[src/rtl/hp_rd_arbiter.sv]
// Two-requester AXI4 read arbiter: round-robin whole-burst grants onto one HP
// slave port, one burst in flight, R beats routed back to the burst owner.
module hp_rd_arbiter #(
    parameter int ADDR_WIDTH = 40,
    parameter int DATA_WIDTH = 128,
    parameter int ID_WIDTH   = 4
) (
    input  logic                  clk,
    input  logic                  rstn,

    input  logic                  s0_arvalid,
    output logic                  s0_arready,
    input  logic [ADDR_WIDTH-1:0] s0_araddr,
    input  logic [7:0]            s0_arlen,
    input  logic [ID_WIDTH-1:0]   s0_arid,
    output logic [DATA_WIDTH-1:0] s0_rdata,
    output logic [1:0]            s0_rresp,
    output logic                  s0_rlast,
    output logic                  s0_rvalid,
    input  logic                  s0_rready,

    input  logic                  s1_arvalid,
    output logic                  s1_arready,
    input  logic [ADDR_WIDTH-1:0] s1_araddr,
    input  logic [7:0]            s1_arlen,
    input  logic [ID_WIDTH-1:0]   s1_arid,
    output logic [DATA_WIDTH-1:0] s1_rdata,
    output logic [1:0]            s1_rresp,
    output logic                  s1_rlast,
    output logic                  s1_rvalid,
    input  logic                  s1_rready,

    output logic                  m_arvalid,
    input  logic                  m_arready,
    output logic [ADDR_WIDTH-1:0] m_araddr,
    output logic [7:0]            m_arlen,
    output logic [ID_WIDTH-1:0]   m_arid,
    output logic [2:0]            m_arsize,
    output logic [1:0]            m_arburst,
    output logic [3:0]            m_arcache,
    output logic [2:0]            m_arprot,
    input  logic [DATA_WIDTH-1:0] m_rdata,
    input  logic [1:0]            m_rresp,
    input  logic                  m_rlast,
    input  logic                  m_rvalid,
    output logic                  m_rready,

    output logic                  o_busy,
    output logic                  o_owner,
    output logic                  o_len_err,
    output logic [1:0]            o_dbg_state
);

    // Handshakes: a transfer happens on any rising clk edge where valid && ready.
    // Valid never waits on ready; the R path is purely combinational.

    localparam logic [2:0] AR_SIZE = 3'($clog2(DATA_WIDTH / 8));

    typedef enum logic [1:0] {
        ST_IDLE = 2'd0,
        ST_ADDR = 2'd1,
        ST_DATA = 2'd2
    } state_t;

    state_t                state_q, state_d;
    logic                  last_grant_q, last_grant_d;
    logic                  owner_q, owner_d;
    logic [ADDR_WIDTH-1:0] araddr_q, araddr_d;
    logic [7:0]            arlen_q, arlen_d;
    logic [ID_WIDTH-1:0]   arid_q, arid_d;
    logic [7:0]            beat_cnt_q, beat_cnt_d;
    logic                  len_err_q, len_err_d;

    logic winner;
    logic grant;
    logic rready_sel;
    logic r_beat;

    always_comb begin
        state_d      = state_q;
        last_grant_d = last_grant_q;
        owner_d      = owner_q;
        araddr_d     = araddr_q;
        arlen_d      = arlen_q;
        arid_d       = arid_q;
        beat_cnt_d   = beat_cnt_q;
        len_err_d    = 1'b0;
        s0_rvalid    = 1'b0;
        s1_rvalid    = 1'b0;
        rready_sel   = 1'b0;
        r_beat       = 1'b0;

        // Under contention the port that did not win last time goes next.
        winner = (s0_arvalid && s1_arvalid) ? ~last_grant_q : s1_arvalid;
        grant  = (state_q == ST_IDLE) && (s0_arvalid || s1_arvalid);

        s0_arready = grant && !winner;
        s1_arready = grant && winner;

        case (state_q)
            ST_IDLE: begin
                if (grant) begin
                    araddr_d     = winner ? s1_araddr : s0_araddr;
                    arlen_d      = winner ? s1_arlen  : s0_arlen;
                    arid_d       = winner ? s1_arid   : s0_arid;
                    last_grant_d = winner;
                    owner_d      = winner;
                    beat_cnt_d   = 8'd0;
                    state_d      = ST_ADDR;
                end
            end
            ST_ADDR: begin
                if (m_arready) begin
                    state_d = ST_DATA;
                end
            end
            ST_DATA: begin
                rready_sel = owner_q ? s1_rready : s0_rready;
                s0_rvalid  = !owner_q && m_rvalid;
                s1_rvalid  = owner_q && m_rvalid;
                r_beat     = m_rvalid && rready_sel;
                if (r_beat) begin
                    beat_cnt_d = beat_cnt_q + 8'd1;
                    if (m_rlast) begin
                        // beat_cnt_q counts beats before this one, so it must equal arlen.
                        len_err_d = (beat_cnt_q != arlen_q);
                        state_d   = ST_IDLE;
                    end
                end
            end
            default: begin
                state_d = ST_IDLE;
            end
        endcase
    end

    always_ff @(posedge clk) begin
        if (!rstn) begin
            state_q      <= ST_IDLE;
            last_grant_q <= 1'b1;
            owner_q      <= 1'b0;
            araddr_q     <= '0;
            arlen_q      <= '0;
            arid_q       <= '0;
            beat_cnt_q   <= '0;
            len_err_q    <= 1'b0;
        end else begin
            state_q      <= state_d;
            last_grant_q <= last_grant_d;
            owner_q      <= owner_d;
            araddr_q     <= araddr_d;
            arlen_q      <= arlen_d;
            arid_q       <= arid_d;
            beat_cnt_q   <= beat_cnt_d;
            len_err_q    <= len_err_d;
        end
    end

    assign m_arvalid   = (state_q == ST_ADDR);
    assign m_araddr    = araddr_q;
    assign m_arlen     = arlen_q;
    assign m_arid      = arid_q;
    assign m_arsize    = AR_SIZE;
    assign m_arburst   = 2'b01;
    assign m_arcache   = 4'b0011;
    assign m_arprot    = 3'b000;
    assign m_rready    = rready_sel;

    // Data, resp and last fan out to both ports; only rvalid is qualified by owner.
    assign s0_rdata    = m_rdata;
    assign s0_rresp    = m_rresp;
    assign s0_rlast    = m_rlast;
    assign s1_rdata    = m_rdata;
    assign s1_rresp    = m_rresp;
    assign s1_rlast    = m_rlast;

    assign o_busy      = (state_q != ST_IDLE);
    assign o_owner     = owner_q;
    assign o_len_err   = len_err_q;
    assign o_dbg_state = state_q;

endmodule

[config.mk]
export PLATFORM = sky130hd
export DESIGN_NAME = hp_rd_arbiter
export DESIGN_NICKNAME = d
export VERILOG_FILES = /design/src/rtl/hp_rd_arbiter.sv
export SDC_FILE = /design/constraint.sdc
export NUM_CORES = 1
export LEC_CHECK = 0
export BUFFER_PORTS_ARGS = -buffer_cell sky130_fd_sc_hd__buf_2
export CAP_MARGIN = 5
export CORE_AREA = 4 4 222 224
export DETAILED_ROUTE_END_ITERATION = 16
export DIE_AREA = 0 0 226 228
export GPL_TIMING_DRIVEN = 0
export HOLD_SLACK_MARGIN = 0.03
export SETUP_SLACK_MARGIN = 0.5
export SLEW_MARGIN = 25
export SYNTH_ARGS = -nofsm -noshare
export SYNTH_HDL_FRONTEND = slang
export SYNTH_SLANG_ARGS = --single-unit
export TNS_END_PERCENT = 5
[constraint.sdc]
create_clock -name clk -period 3.15 [get_ports clk]
set_input_delay 0.1575 -clock clk [delete_from_list [all_inputs] [get_ports clk]]
set_output_delay 0.1575 -clock clk [all_outputs]
set_load 0.02 [all_outputs]
# --- Word-level counts from Yosys, hierarchy flattened ---
# Index checks and enable logic that the tools add are counted.
op_classes:
  add_sub_neg: 1
  n_mul: 0
  div_mod_pow: 0
  order_cmp: 0
  eq_ne: 7
  n_shift: 0
  mux: 16
  n_bitwise: 1
  n_reduce_logical: 17
op_table:
  columns: ["cell", "count"]
  rows:
  - ["40-bit 2-to-1 mux", 1]
  - ["8-bit 2-to-1 mux", 3]
  - ["8-bit case mux with 2 select lines", 1]
  - ["8-bit by 1-bit adder with 8-bit output (second input constant)", 1]
  - ["2-bit 2-to-1 mux", 4]
  - ["8-bit != test", 1]
  - ["4-bit AND reduction", 2]
  - ["1-bit logical AND", 7]
  - ["2-bit != test (second input constant)", 3]
  - ["2-bit case mux with 3 select lines", 1]
  - ["1-bit 2-to-1 mux", 5]
  - ["4-bit 2-to-1 mux", 1]
  - ["2-bit nonzero test", 2]
  - ["3-bit AND reduction", 1]
  - ["2-bit by 1-bit == test with 1-bit output (second input constant)", 1]
  - ["2-bit == test (second input constant)", 1]
  - ["1-bit zero test", 2]
  - ["2-bit zero test", 1]
  - ["2-bit by 1-bit != test with 1-bit output (second input constant)", 1]
  - ["2-bit AND reduction", 1]
  - ["1-bit logical OR", 1]
  - ["1-bit inverter", 1]
word_totals:
  register_bits: 65
  latch_bits: 0
  mem_bits_rw: 0
  mem_bits_ro: 0
  inputBits: 243
  output_inout_bits: 337
  word_cells: 50
  n_memories: 0

# --- Logic depth before layout (Yosys ltp) ---
# Gate-level depths: netlist (run 1).
logic_depth:
  word_depth: 4
  ltp_mapped: 5
  ltp_nobuf: 4

# --- Worst setup path after synthesis (run 1) ---
# OpenSTA, ideal clock, no wires.
synth_timing:
  kind: "flip-flop to flip-flop"
  start: "register state_q[1], in the netlist o_dbg_state[1]"
  end: "register beat_cnt_q[3]"
  setup_time_ps: 72
  arrival_time_ps: 1400
  t_required_ps: 3078
  slack_ps: 1678
  stages_incl_launch_ff: 4
  path_buffers: 0
  period_less_slack_ps: 1472
  cell_sequence: "dfxtp_1 -> nand3b_1 -> or4_1 -> a21oi_1"
synth_between:
  elab_chain_cells: 4
  word_cells_on_any_way: 8
  cone_classes: "3 x eq/ne; 1 x mux; 4 x reduce/logical"
synth_rtl:
  columns: ["item", "line_no", "rtl"]
  rows:
  - ["start: declaration", "65", "state_t state_q, state_d;"]
  - ["start signal: assignment", "148", "state_q <= state_d;"]
  - ["2-bit zero test", "95, 100", null]
  - ["1-bit logical AND", "95", "grant = (state_q == ST_IDLE) && (s0_arvalid || s1_arvalid);"]
  - ["2-bit != test (no line)", null, null]
  - ["3-bit AND reduction (no line)", null, null]
  - ["end signal: assignment", "154", "beat_cnt_q <= beat_cnt_d;"]
  - ["end: declaration", "71", "logic [7:0] beat_cnt_q, beat_cnt_d;"]
# Parallel ways exist; a longest one is shown, timed or not.
# A chain may end at the register's enable or synchronous reset.

# --- Worst setup path in the final report (run 1) ---
layout_timing:
  start: "register state_q[1], in the netlist o_dbg_state[1]"
  end: "output port o_busy"
layout_between:
  elab_chain_cells: 1
layout_rtl:
  columns: ["item", "line_no", "rtl"]
  rows:
  - ["2-bit nonzero test", "177", "assign o_busy = (state_q != ST_IDLE);"]
  - ["end: declaration", "48", "output logic o_busy,"]
# Every way passes these cells.

==> results of run 1 <==
[cells by family after synthesis]
| logic type | count (synthesis) | share of synthesized area, % |
|---|---|---|
| compound gates | 129 | 14.51 |
| other cells | 2 | 0.1464 |
| fa+ha+maj | 1 | 0.2439 |
| mux | 3 | 0.5854 |
| simple gates | 139 | 14.32 |
| flops | 65 | 25.37 |
| buf+inv | 319 | 43.46 |
| xor+xnor | 8 | 1.366 |
[metal layers]
metal | part of all wire [%] | GRT usage [%] | vias to the layer above | routed length [um]
li1 | - | - | 3031 | -
met1 | 38 | 12.57 | 2962 | 11270
met2 | 51 | 19.27 | 364 | 15320
met3 | 8.5 | 3.446 | 31 | 2545
met4 | 2.4 | 3.407 | 0 | 709
met5 | 0 | 0 | - | 0
[worst register-to-register path, cell delays in order, from the launching register on]
cell and delay [ns]:
dfxtp_1 0.52, nor2_4 0.17, inv_1 0.56, clkbuf_1 0.51
o21ai_0 0.21, a31oi_1 0.21
[through the flow]
stage                     cell area (um2)  setup WS (ns)
after CTS                            8939         0.5632
final                                8944         0.7742
after floorplan                      5167          1.678
after global placement               8119         0.5940
after detailed placement             8125         0.7936
after global routing                 8939         0.5468
[registers in the layout, indices dropped and copies added (netlist names)]
register	count
o_dbg_state	2
m_arlen	8
beat_cnt_q	8
m_araddr	40
o_len_err	1
m_arid	4
last_grant_q	1
o_owner	1
[worst paths after layout]
check | startpoint | cells after the start | end
worst max-delay path | o_dbg_state[1]$_SDFFE_PN0P_ | 4 | o_busy
worst max register to register | o_dbg_state[1]$_SDFFE_PN0P_ | 5 | m_araddr[39]$_SDFFE_PN0P_
worst min-delay path | s0_araddr[25] | 3 | m_araddr[25]$_SDFFE_PN0P_
worst min register to register | m_araddr[34]$_SDFFE_PN0P_ | 2 | m_araddr[34]$_SDFFE_PN0P_
[layout by cell type (no fill, tap or decap), types with 2 or more instances in the layout]
cell           count
conb_1            12
inv_6              2
clkbuf_16          9
or3_1              2
xor2_1             8
mux2i_1            3
a21oi_1            8
buf_4            274
nand3_1          108
nor2_1             3
o211ai_1           4
a31oi_1           52
dlygate4sd3_1     51
nand4b_1           2
clkinv_4           2
clkbuf_1          37
nor4_1             4
o31ai_1            3
or4_1              3
inv_1              4
dfxtp_1           65
buf_2            439
o21ai_0           58
nand2_1            6
diode_2            2
and3_1             2
nor2b_1            3
[layout make-up]
cell class	count	area (um2)
Sequential cell	65	1301
Tap cell	615	769.5
Inverter	5	18.77
Clock buffer	9	225.2
Clock inverter	7	77.57
Timing Repair Buffer	487	2693
Buffer	314	2211
Antenna cell	2	5.005
Fill cell	5349	38400
Multi-Input combinational cell	292	1643
[repair_timing]
action	CTS	global route
setup buffers	0	0
hold buffers	51	0
endpoints found under the hold margin	41	0
[power by group through the flow]
stage               Sequential, mW  Combinational [mW]  Clock [mW]
finish                       0.945                1.38        1.10
global route                 0.954                1.49        1.19
CTS                          0.946                1.41        1.17
detailed placement           0.964                1.36           0
global placement             0.960                1.35           0
floorplan                     1.03               0.764           0
==> results.tsv, run 1 <==
stage	metric	value	unit
floorplanning	fp.dieW	226	um
global_route	grt_pass1_wl	41620	um
global_route	grt_start_max_net_pins	14	
pwr	power	3.425	mW
critical_path	critPathMaxFanout	10	
floorplanning	rows	80	
sta	final.period_utilization	75.42	%
cells_and_area	nets	1418	
critical_path	cp_top_family	buffers and inverters	
clock_network	htree_levels	3	
critical_path	timing.critical_path.from_type	flip-flop	
logic_synthesis	synthCells	666	
critical_path	reg2reg_slack	0.89	ns
critical_path	path_common_cell	buf_2	
drt	wl	29850	um
global_route	grt.overflow.total	0	
logic_synthesis	async_reset_ff_share	0	%
critical_path	worst_path_max_delay_cell	inv_1	
critical_path	path_cells	nor2_4 > inv_1 > buf_2 > buf_2	
clock_network	cts_tree	done	
cells_and_area	final_cells	1796	
cells_and_area	drive_above_1_share	62.17	%
pwr	switchingPower	1.340	mW
job	drv_cap	0	
placed_design	io_buffers	436	
logic_synthesis	synth.most_common_cell	buf_4	
drt	drcViolationCount	0	
placed_design	place.gp.congestion	0.7927	
pwr	p_seq_share	27.6	%
logic_synthesis	synth.top_cells.by_count	buf_4, nand3_1, dfxtp_1	
drt	ant_nets	0	
pwr	clkPwrFrac	32.0	%
pwr	vdd_drop_max	0.2425	mV
hold_path	hp-class	in2reg	
logic_synthesis	yosysSeqAreaShare	25.37	%
sta	worst_pin_slew	0.8671	ns
logic_synthesis	synth.distinct_cells	34	
drt	wl_per_cell	16.62	um
logic_synthesis	avgSynthCellArea	7.703	um2
sta	hold_viol	0	
placed_design	place_inst	1727	
logic_synthesis	synth_area_leaders	buf_4, dfxtp_1, nand3_1	
critical_path	crit_required	2.99	ns
critical_path	max_stage_delay	0.55	ns
drt	vias_per_cell	3.557	
clock_network	path_clk_slew	0.07	ns
run_status	status	finished, final reports clean	
sta	slew_violations	0	
logic_synthesis	synth_edf_count	0	
global_route	grt_usage	10.94	%
clock_network	cts_resized	0	
logic_synthesis	syn_area	5130	um2
clock_network	tritoncts.num_buffers	9	
floorplanning	start_util	10.84	%
cells_and_area	synthToLayoutAreaGrowth	74.34	%
drt	vias	6388	
sta	timing.hold.ws	0.06284	ns
logic_synthesis	yosys.area.top_type	buf_4	
global_route	grt_pass1_vias	6439	
sta	setup_viol	0	
placed_design	hpwlAfterDp	24940	um
pwr	power_frac_comb	40.4	%
logic_synthesis	synth_seq_cells	65	
clock_network	cts_max_path_buffers	2	
drt	first_iter_violations	355	
pwr	cellLeakagePower	4.492	nW
critical_path	end_kind	output port	
clock_network	clock-root-buffer	clkbuf_16	
global_route	antenna_found_initial	1	
sta	min_period	2.376	ns
cells_and_area	utilization	18.89	%
pwr	powerDensity	382.9	nW/um2
logic_synthesis	synth_top_flop_cell	dfxtp_1	
drt	dr.pass1.iters	7	
floorplanning	ios	580	
pwr	sw_frac_of_total	39.12	%
floorplanning	core	47350	um2
sta	fmax	420.9	MHz
logic_synthesis	synth_top_area_share	40.10	%
sta	relSlewSlack	42.20	%
critical_path	criticalPathCategory	reg2out	
sta	rsz0062_at_grt	no	
critical_path	critical_path_buf_inv_count	3	
logic_synthesis	ys.warnings.count	0	
clock_network	insertion_delay	0.38	ns
clock_network	cts.sinks	65	
sta	clock_skew	0.008502	ns
floorplanning	die-height	228	um
critical_path	cp.arrival	2.22	ns
sta	finalSetupTns	0	ns
pwr	internal_power	2.085	mW
floorplanning	dieArea	51530	um2
(Power assumes the default switching activity.)
==> run 2: changes to the inputs <==
--- a/config.mk
+++ b/config.mk
@@ -7,9 +7,9 @@
 export LEC_CHECK = 0
 export BUFFER_PORTS_ARGS = -buffer_cell sky130_fd_sc_hd__buf_2
 export CAP_MARGIN = 5
-export CORE_AREA = 4 4 222 224
+export CORE_AREA = 4 4 224 226
 export DETAILED_ROUTE_END_ITERATION = 16
-export DIE_AREA = 0 0 226 228
+export DIE_AREA = 0 0 228 230
 export GPL_TIMING_DRIVEN = 0
 export HOLD_SLACK_MARGIN = 0.03
 export SETUP_SLACK_MARGIN = 0.5
==> constraint.sdc (replaced) <==
create_clock -name clk -period 2.3 [get_ports clk]
set_input_delay 0.115 -clock clk [delete_from_list [all_inputs] [get_ports clk]]
set_output_delay 0.115 -clock clk [all_outputs]
set_load 0.02 [all_outputs]
==> results.tsv, run 2 (same netlist as run 1, synthesis figures left out) <==
stage	metric	value	unit	change
floorplanning	start_util	10.61	%	-0.22 points
clock_network	cts.sinks	65		unchanged
global_route	antenna_found_initial	0		-1
critical_path	end_kind	flip-flop		
floorplanning	fp.dieW	228	um	+0.88%
critical_path	crit_path_end	m_arlen[2]$_SDFFE_PN0P_		
placed_design	io_buffers	436		unchanged
cells_and_area	utilization	19.90	%	+1.0 points
sta	setup_viol	0		unchanged
pwr	vdd_drop_max	0.3196	mV	+32%
critical_path	worst_path_max_delay_cell	clkbuf_1		
critical_path	crit_required	2.60	ns	-0.39 ns
clock_network	path_clk_slew	0.07	ns	about the same
clock_network	cts_max_path_buffers	2		unchanged
placed_design	hpwlAfterDp	23030	um	-7.7%
sta	relSlewSlack	46.32	%	+4.1 points
floorplanning	die-height	230	um	+0.88%
global_route	grt_pass1_wl	40210	um	-3.4%
cells_and_area	largest_reg_flops	40		unchanged
drt	wl_per_cell	15.49	um	-6.8%
cells_and_area	mostFrequentLayoutCells	buf_2, buf_4, nand3_1		
critical_path	critPathLaunch	o_dbg_state[0]$_SDFFE_PN0P_		
drt	wl	28830	um	-3.4%
critical_path	timing.critical_path.from_type	flip-flop		
run_status	status	finished, final reports clean		
cells_and_area	nFillCells	5349		unchanged
critical_path	max_stage_delay	0.49	ns	-0.06 ns
clock_network	clock-root-buffer	clkbuf_16		
global_route	grt_start_max_net_pins	15		+1
critical_path	cp_top_family	buffers and inverters		
clock_network	tritoncts.num_buffers	9		unchanged
drt	first_iter_violations	407		+15%
drt	vias	6463		+1.2%
cells_and_area	mostFrequentLayoutCell	buf_2		
sta	hold_viol	0		unchanged
critical_path	r2r-end	m_arlen[2]$_SDFFE_PN0P_		
sta	timing.hold.ws	0.06567	ns	+0.002826 ns
floorplanning	core	48340	um2	+2.1%
drt	drcViolationCount	0		unchanged
floorplanning	ios	580		unchanged
sta	fmax	574.2	MHz	
floorplanning	rows	81		+1.3%
sta	worst_pin_slew	0.8051	ns	-0.06193 ns
cells_and_area	nets	1477		+4.2%
floorplanning	dieArea	52440	um2	+1.8%
cells_and_area	drive_above_1_share	61.87	%	-0.30 points
placed_design	place.gp.congestion	0.8345		+5.3%
sta	rsz0062_at_grt	yes		
critical_path	r2r_cells	5		unchanged
cells_and_area	final_area	9618	um2	+7.5%
critical_path	cp.arrival	2.04	ns	-0.18 ns
critical_path	r2r-start	o_dbg_state[0]$_SDFFE_PN0P_		
critical_path	reg2reg_slack	0.56	ns	-0.33 ns
drt	vias_per_cell	3.473		-2.4%
job	drv_cap	0		unchanged
cells_and_area	synthToLayoutAreaGrowth	87.49	%	
placed_design	placed_area	8144	um2	+0.23%
hold_path	hp-class	in2reg		
clock_network	insertion_delay	0.37	ns	about the same
sta	final.period_utilization	75.71	%	
sta	min_period	1.741	ns	
critical_path	critPathMaxFanout	10		unchanged
pwr	cellLeakagePower	4.820	nW	+7.3%
critical_path	criticalPathCategory	reg2reg		
global_route	grt.overflow.total	0		unchanged
sta	slew_violations	0		unchanged
drt	ant_nets	0		unchanged
drt	dr.pass1.iters	7		unchanged
critical_path	critical_path_buf_inv_count	2		-1
critical_path	cp.depth	5		+1
pwr	powerDensity	515.6	nW/um2	+35%
clock_network	cts_tree	done		
global_route	grt_usage	10.27	%	-0.68 points
global_route	grt_pass1_vias	6540		+1.6%
sta	clock_skew	0.01199	ns	+0.003485 ns
clock_network	htree_levels	3		unchanged
critical_path	path_cells	nor3b_4 > buf_12 > clkbuf_1 > nand3_1 > a31oi_1		
-- run 2: cell types whose count changed in the layout (fill, tap and decap cells not counted), moves of 2 or more --
cell           before  now
clkbuf_1           37   21
inv_8               0    2
clkbuf_2            0   14
dfxtp_2             0    2
dlygate4sd3_1      51   99
buf_4             274  284
clkbuf_4            0    2
dfxtp_1            65   63
-- run 2: repair_timing --
action,CTS,global route
setup buffers,10,1
endpoints found under the hold margin,53,0
hold buffers,99,0
resized for setup,22,8
setup endpoints to repair,66,43
pin swaps,3,0
-- run 2: worst reg2reg max path: cells and delay by family (launching register included) --
| family | cells | cell delay, ns |
|---|---|---|
| flip-flops | 1 | 0.37 |
| buffers and inverters | 2 | 0.67 |
| AND/OR/NAND/NOR | 2 | 0.46 |
| AO/OA/AOI/OAI | 1 | 0.16 |
-- run 2: worst min-delay path by stage --
stage | endpoint | slack [ns] | cells past startpoint | start
5_1_grt | m_arlen[0]$_SDFFE_PN0P_ | 0.05 | 3 | s1_arlen[0]
3_5_place_dp | o_dbg_state[1]$_SDFFE_PN0P_ | 0.39 | 3 | m_arready
4_1_cts | m_araddr[22]$_SDFFE_PN0P_ | 0.03 | 3 | s0_araddr[22]
6_report | m_arlen[0]$_SDFFE_PN0P_ | 0.07 | 3 | s1_arlen[0]
3_3_place_gp | o_dbg_state[1]$_SDFFE_PN0P_ | 0.38 | 3 | m_arready
2_1_floorplan | o_dbg_state[1]$_SDFFE_PN0P_ | 0.26 | 2 | m_arready
-- run 2: power by group --
group / total, mW / switching (mW) / internal (mW)
clock: 1.65 / 0.674 / 0.975
sequential: 1.29 / 0.0681 / 1.22
combinational: 2.02 / 1.13 / 0.884
total: 4.96 / 1.88 / 3.08
-- run 2: per-stage QoR --
stage               cells  setup TNS (ns)  power [mW]  worst slack, ns
floorplan             676               0       2.460           0.8281
global placement     1734          -5.475       3.152          -0.4223
detailed placement   1734         -0.3312       3.160          -0.1867
CTS                  1859               0       5.082           0.4070
global route         1860               0       5.232           0.4576
finish               1861               0       4.959           0.5586
-- run 2: per-layer routing --
layer	global-route usage (%)	part of all wire (%)	wire (um)	vias to the layer above
met5	0	0	0	-
met4	3.272	2.2	626	0
met3	3.345	7.1	2043	30
met2	17.43	50	14300	354
met1	12.31	41	11860	2927
li1	-	-	-	3152
-- run 2: area by class of cell --
cell class / instances / area [um2] / area share [%]
antenna: 1 / 2.502 / 0.02602
buffer: 314 / 2236 / 23.25
clock buffer: 9 / 225.2 / 2.342
clock inverter: 7 / 108.9 / 1.132
inverter: 5 / 22.52 / 0.2342
multi-input combinational: 292 / 1673 / 17.39
sequential: 65 / 1304 / 13.56
tap: 622 / 778.2 / 8.092
timing repair buffer: 546 / 3268 / 33.98
==> run 3: changes to the inputs <==
--- a/config.mk
+++ b/config.mk
@@ -5,11 +5,12 @@
 export SDC_FILE = /design/constraint.sdc
 export NUM_CORES = 1
 export LEC_CHECK = 0
+export ABC_AREA = 1
 export BUFFER_PORTS_ARGS = -buffer_cell sky130_fd_sc_hd__buf_2
 export CAP_MARGIN = 5
-export CORE_AREA = 4 4 224 226
+export CORE_AREA = 4 4 226 228
 export DETAILED_ROUTE_END_ITERATION = 16
-export DIE_AREA = 0 0 228 230
+export DIE_AREA = 0 0 230 232
 export GPL_TIMING_DRIVEN = 0
 export HOLD_SLACK_MARGIN = 0.03
 export SETUP_SLACK_MARGIN = 0.5
==> constraint.sdc (replaced) <==
create_clock -name clk -period 1.6 [get_ports clk]
set_input_delay 0.08 -clock clk [delete_from_list [all_inputs] [get_ports clk]]
set_output_delay 0.08 -clock clk [all_outputs]
set_load 0.02 [all_outputs]
==> results.tsv, run 3 <==
stage	metric	value	unit	change
critical_path	crit_required	1.52	ns	-1.08 ns
logic_synthesis	syn_area	4892	um2	-4.6%
sta	worst_pin_slew	0.6442	ns	-0.1609 ns
hold_path	hp-class	in2reg		
critical_path	cp_top_family	buffers and inverters		
logic_synthesis	yosysSeqAreaShare	26.60	%	+1.2 points
clock_network	htree_levels	3		unchanged
clock_network	tritoncts.num_buffers	9		unchanged
job	drv_cap	0		unchanged
cells_and_area	nFillCells	5503		+2.9%
placed_design	placed_area	7973	um2	-2.1%
logic_synthesis	synth_area_leaders	buf_4, dfxtp_1, nand2_1		
pwr	sw_frac_of_total	38.65	%	+0.79 points
clock_network	path_clk_slew	0.06	ns	about the same
floorplanning	fp.dieW	230	um	+0.88%
floorplanning	rows	81		unchanged
global_route	grt_start_max_net_pins	12		-3
critical_path	worst_path_max_delay_cell	dfxtp_4		
sta	min_period	1.529	ns	
floorplanning	ios	580		unchanged
global_route	grt_usage	9.702	%	-0.56 points
critical_path	timing.critical_path.from_type	flip-flop		
clock_network	clock-root-buffer	clkbuf_16		
global_route	grt_pass1_wl	37310	um	-7.2%
logic_synthesis	synth.most_common_cell	buf_4		
clock_network	insertion_delay	0.37	ns	about the same
placed_design	io_buffers	437		+0.23%
critical_path	path_cells	nor2_4 > inv_2 > nor2_4 > buf_12 > buf_12 > buf_8		
cells_and_area	regArea	1333	um2	+2.2%
logic_synthesis	synth_seq_cells	65		unchanged
clock_network	cts_tree	done		
sta	final.period_utilization	95.56	%	
critical_path	critPathMaxFanout	3		-7
critical_path	criticalPathCategory	reg2out		
cells_and_area	mostFrequentLayoutCell	buf_2		
clock_network	cts_max_path_buffers	2		unchanged
logic_synthesis	yosys.area.top_type	buf_4		
pwr	cellLeakagePower	5.020	nW	+4.1%
logic_synthesis	synth.distinct_cells	24		-29%
critical_path	cp.arrival	1.45	ns	-0.59 ns
sta	finalSetupTns	0	ns	unchanged
drt	wl	27730	um	-3.8%
floorplanning	dieArea	53360	um2	+1.8%
cells_and_area	multi_input_area	1465	um2	-12%
pwr	power_frac_comb	44.7	%	+4.0 points
drt	wl_per_cell	14.37	um	-7.3%
sta	hold_viol	0		unchanged
drt	ant_nets	0		unchanged
logic_synthesis	async_reset_ff_share	0	%	unchanged
pwr	p_seq_share	27.0	%	+1.0 points
pwr	powerDensity	709.1	nW/um2	+38%
logic_synthesis	avgSynthCellArea	7.302	um2	-5.2%
cells_and_area	largest_reg_flops	40		unchanged
pwr	switchingPower	2.687	mW	+43%
sta	relSlewSlack	57.05	%	+11 points
global_route	grt.overflow.total	0		unchanged
pwr	vdd_drop_max	0.4588	mV	+44%
sta	fmax	654.1	MHz	
logic_synthesis	synth_top_flop_cell	dfxtp_1		
critical_path	end_kind	output port		
critical_path	max_stage_delay	0.35	ns	-0.14 ns
cells_and_area	synthToLayoutAreaGrowth	100.4	%	
cells_and_area	drive_above_1_share	63.21	%	+1.3 points
logic_synthesis	ys.warnings.count	0		unchanged
logic_synthesis	synthCells	670		+0.60%
cells_and_area	mostFrequentLayoutCells	buf_2, buf_4, nand2_1		
critical_path	critical_path_buf_inv_count	4		+2
placed_design	place.gp.congestion	0.7855		-5.9%
placed_design	hpwlAfterDp	21270	um	-7.6%
floorplanning	start_util	10.01	%	-0.60 points
drt	first_iter_violations	226		-44%
floorplanning	die-height	232	um	+0.87%
logic_synthesis	synth.top_cells.by_count	buf_4, nand2_1, dfxtp_1		
drt	dr.pass1.iters	4		-3
clock_network	cts.sinks	65		unchanged
pwr	clkPwrFrac	28.3	%	-5.0 points
drt	vias_per_cell	3.140		-9.6%
pwr	internal_power	4.266	mW	+38%
cells_and_area	final_area	9804	um2	+1.9%
logic_synthesis	synth_edf_count	0		unchanged
sta	clock_skew	0.01139	ns	-0.0005996 ns
global_route	antenna_found_initial	4		+4
run_status	status	finished, final reports clean		
sta	setup_viol	0		unchanged
global_route	grt_pass1_vias	5951		-9.0%
drt	drcViolationCount	0		unchanged
sta	slew_violations	0		unchanged
cells_and_area	nets	1503		+1.8%
pwr	power	6.953	mW	+40%
sta	rsz0062_at_grt	yes		
logic_synthesis	synth_top_area_share	42.81	%	+2.7 points
floorplanning	core	48850	um2	+1.0%
drt	vias	6061		-6.2%
==> run 3: cell count changes in the layout (fill, tap and decap cells not counted), moves of 7 or more <==
cell,delta
dlygate4sd3_1,+9
buf_8,+7
clkbuf_1,-16
dfxtp_4,+7
clkbuf_2,-10
nand2_2,+8
nand2_1,+170
dfxtp_1,-9
nor2_1,+14
nand3_1,-101
o21ai_0,-55
buf_4,+12
buf_2,-9
==> run 3: stage by stage <==
step           worst slack [ns]  instances  hold WS [ns]  util [%]
4_1_cts                -0.05872       1921       0.05649     19.89
5_1_grt               -0.007867       1928        0.1058     20.06
2_1_floorplan            0.4085        680        0.1926         -
6_report                0.07110       1930        0.1011     20.07
3_5_place_dp            -0.3666       1781        0.3440     16.32
3_3_place_gp            -0.7376       1781        0.3404     16.32
==> run 3: cell type report <==
class                           count  share of cell area (%)
Timing Repair Buffer              568                   36.33
Buffer                            296                   23.43
Multi-Input combinational cell    307                   14.94
Sequential cell                    65                   13.59
Tap cell                          664                   8.474
Clock buffer                       10                   2.335
Inverter                           12                  0.4849
Clock inverter                      6                  0.3573
Antenna cell                        2                 0.05105
==> run 3: power groups by stage <==
stage	registers [mW]	logic, mW	clock network [mW]
after floorplan	2.06	1.48	0
after global placement	1.91	2.63	0
after detailed placement	1.91	2.64	0
after CTS	1.88	3.13	2.14
after global routing	1.90	3.33	2.16
final	1.88	3.11	1.97
==> run 3: final timing paths <==
kind | from | endpoint | depth (start not counted) | slack, ns
hold / removal | m_rlast | o_dbg_state[1]$_SDFFE_PN0P_ | 4 | 0.10
setup reg to reg | o_dbg_state[0]$_SDFFE_PN0P_ | m_araddr[4]$_SDFFE_PN0P_ | 7 | 0.13
hold reg to reg | last_grant_q$_SDFFE_PN1P_ | last_grant_q$_SDFFE_PN1P_ | 2 | 0.47
setup / recovery | o_dbg_state[0]$_SDFFE_PN0P_ | s1_arready | 6 | 0.07
==> run 3: worst register-to-register path, cell delays in order, from the launching register on <==
cell and delay (ns):
dfxtp_4 0.35, nor2_4 0.15, o21ai_4 0.10, buf_4 0.16, buf_4 0.14, clkbuf_2 0.24
nand2_1 0.12, a31oi_1 0.09
==> run 3: routing by layer <==
layer,vias to the layer above,part of all wire [%],track usage [%]
met5,-,0.097,0
met3,28,7.7,3.018
met1,2679,38,10.82
met2,324,51,17.24
met4,4,2.5,3.819
li1,3026,-,-
==> run 3: cell families (layout without fill, tap and decap cells) <==
group,Yosys count,in the layout,synth area share [%]
buffers and inverters,308,892,45.24
AND/OR/NAND/NOR,220,220,17.95
AO/OA/AOI/OAI,66,66,8.363
flip-flops,65,65,26.60
XOR/XNOR,8,8,1.432
other,2,14,0.1535
adder cells (fa/ha/maj),1,1,0.2557
==> run 3: repair_timing <==
item | 4_1_cts | 5_1_grt
resized for setup | 69 | 12
pin swaps | 4 | 5
endpoints found under the setup margin | 76 | 71
setup buffers | 14 | 7
hold buffers | 108 | 0
endpoints found under the hold margin | 59 | 0
cloned | 2 | 0
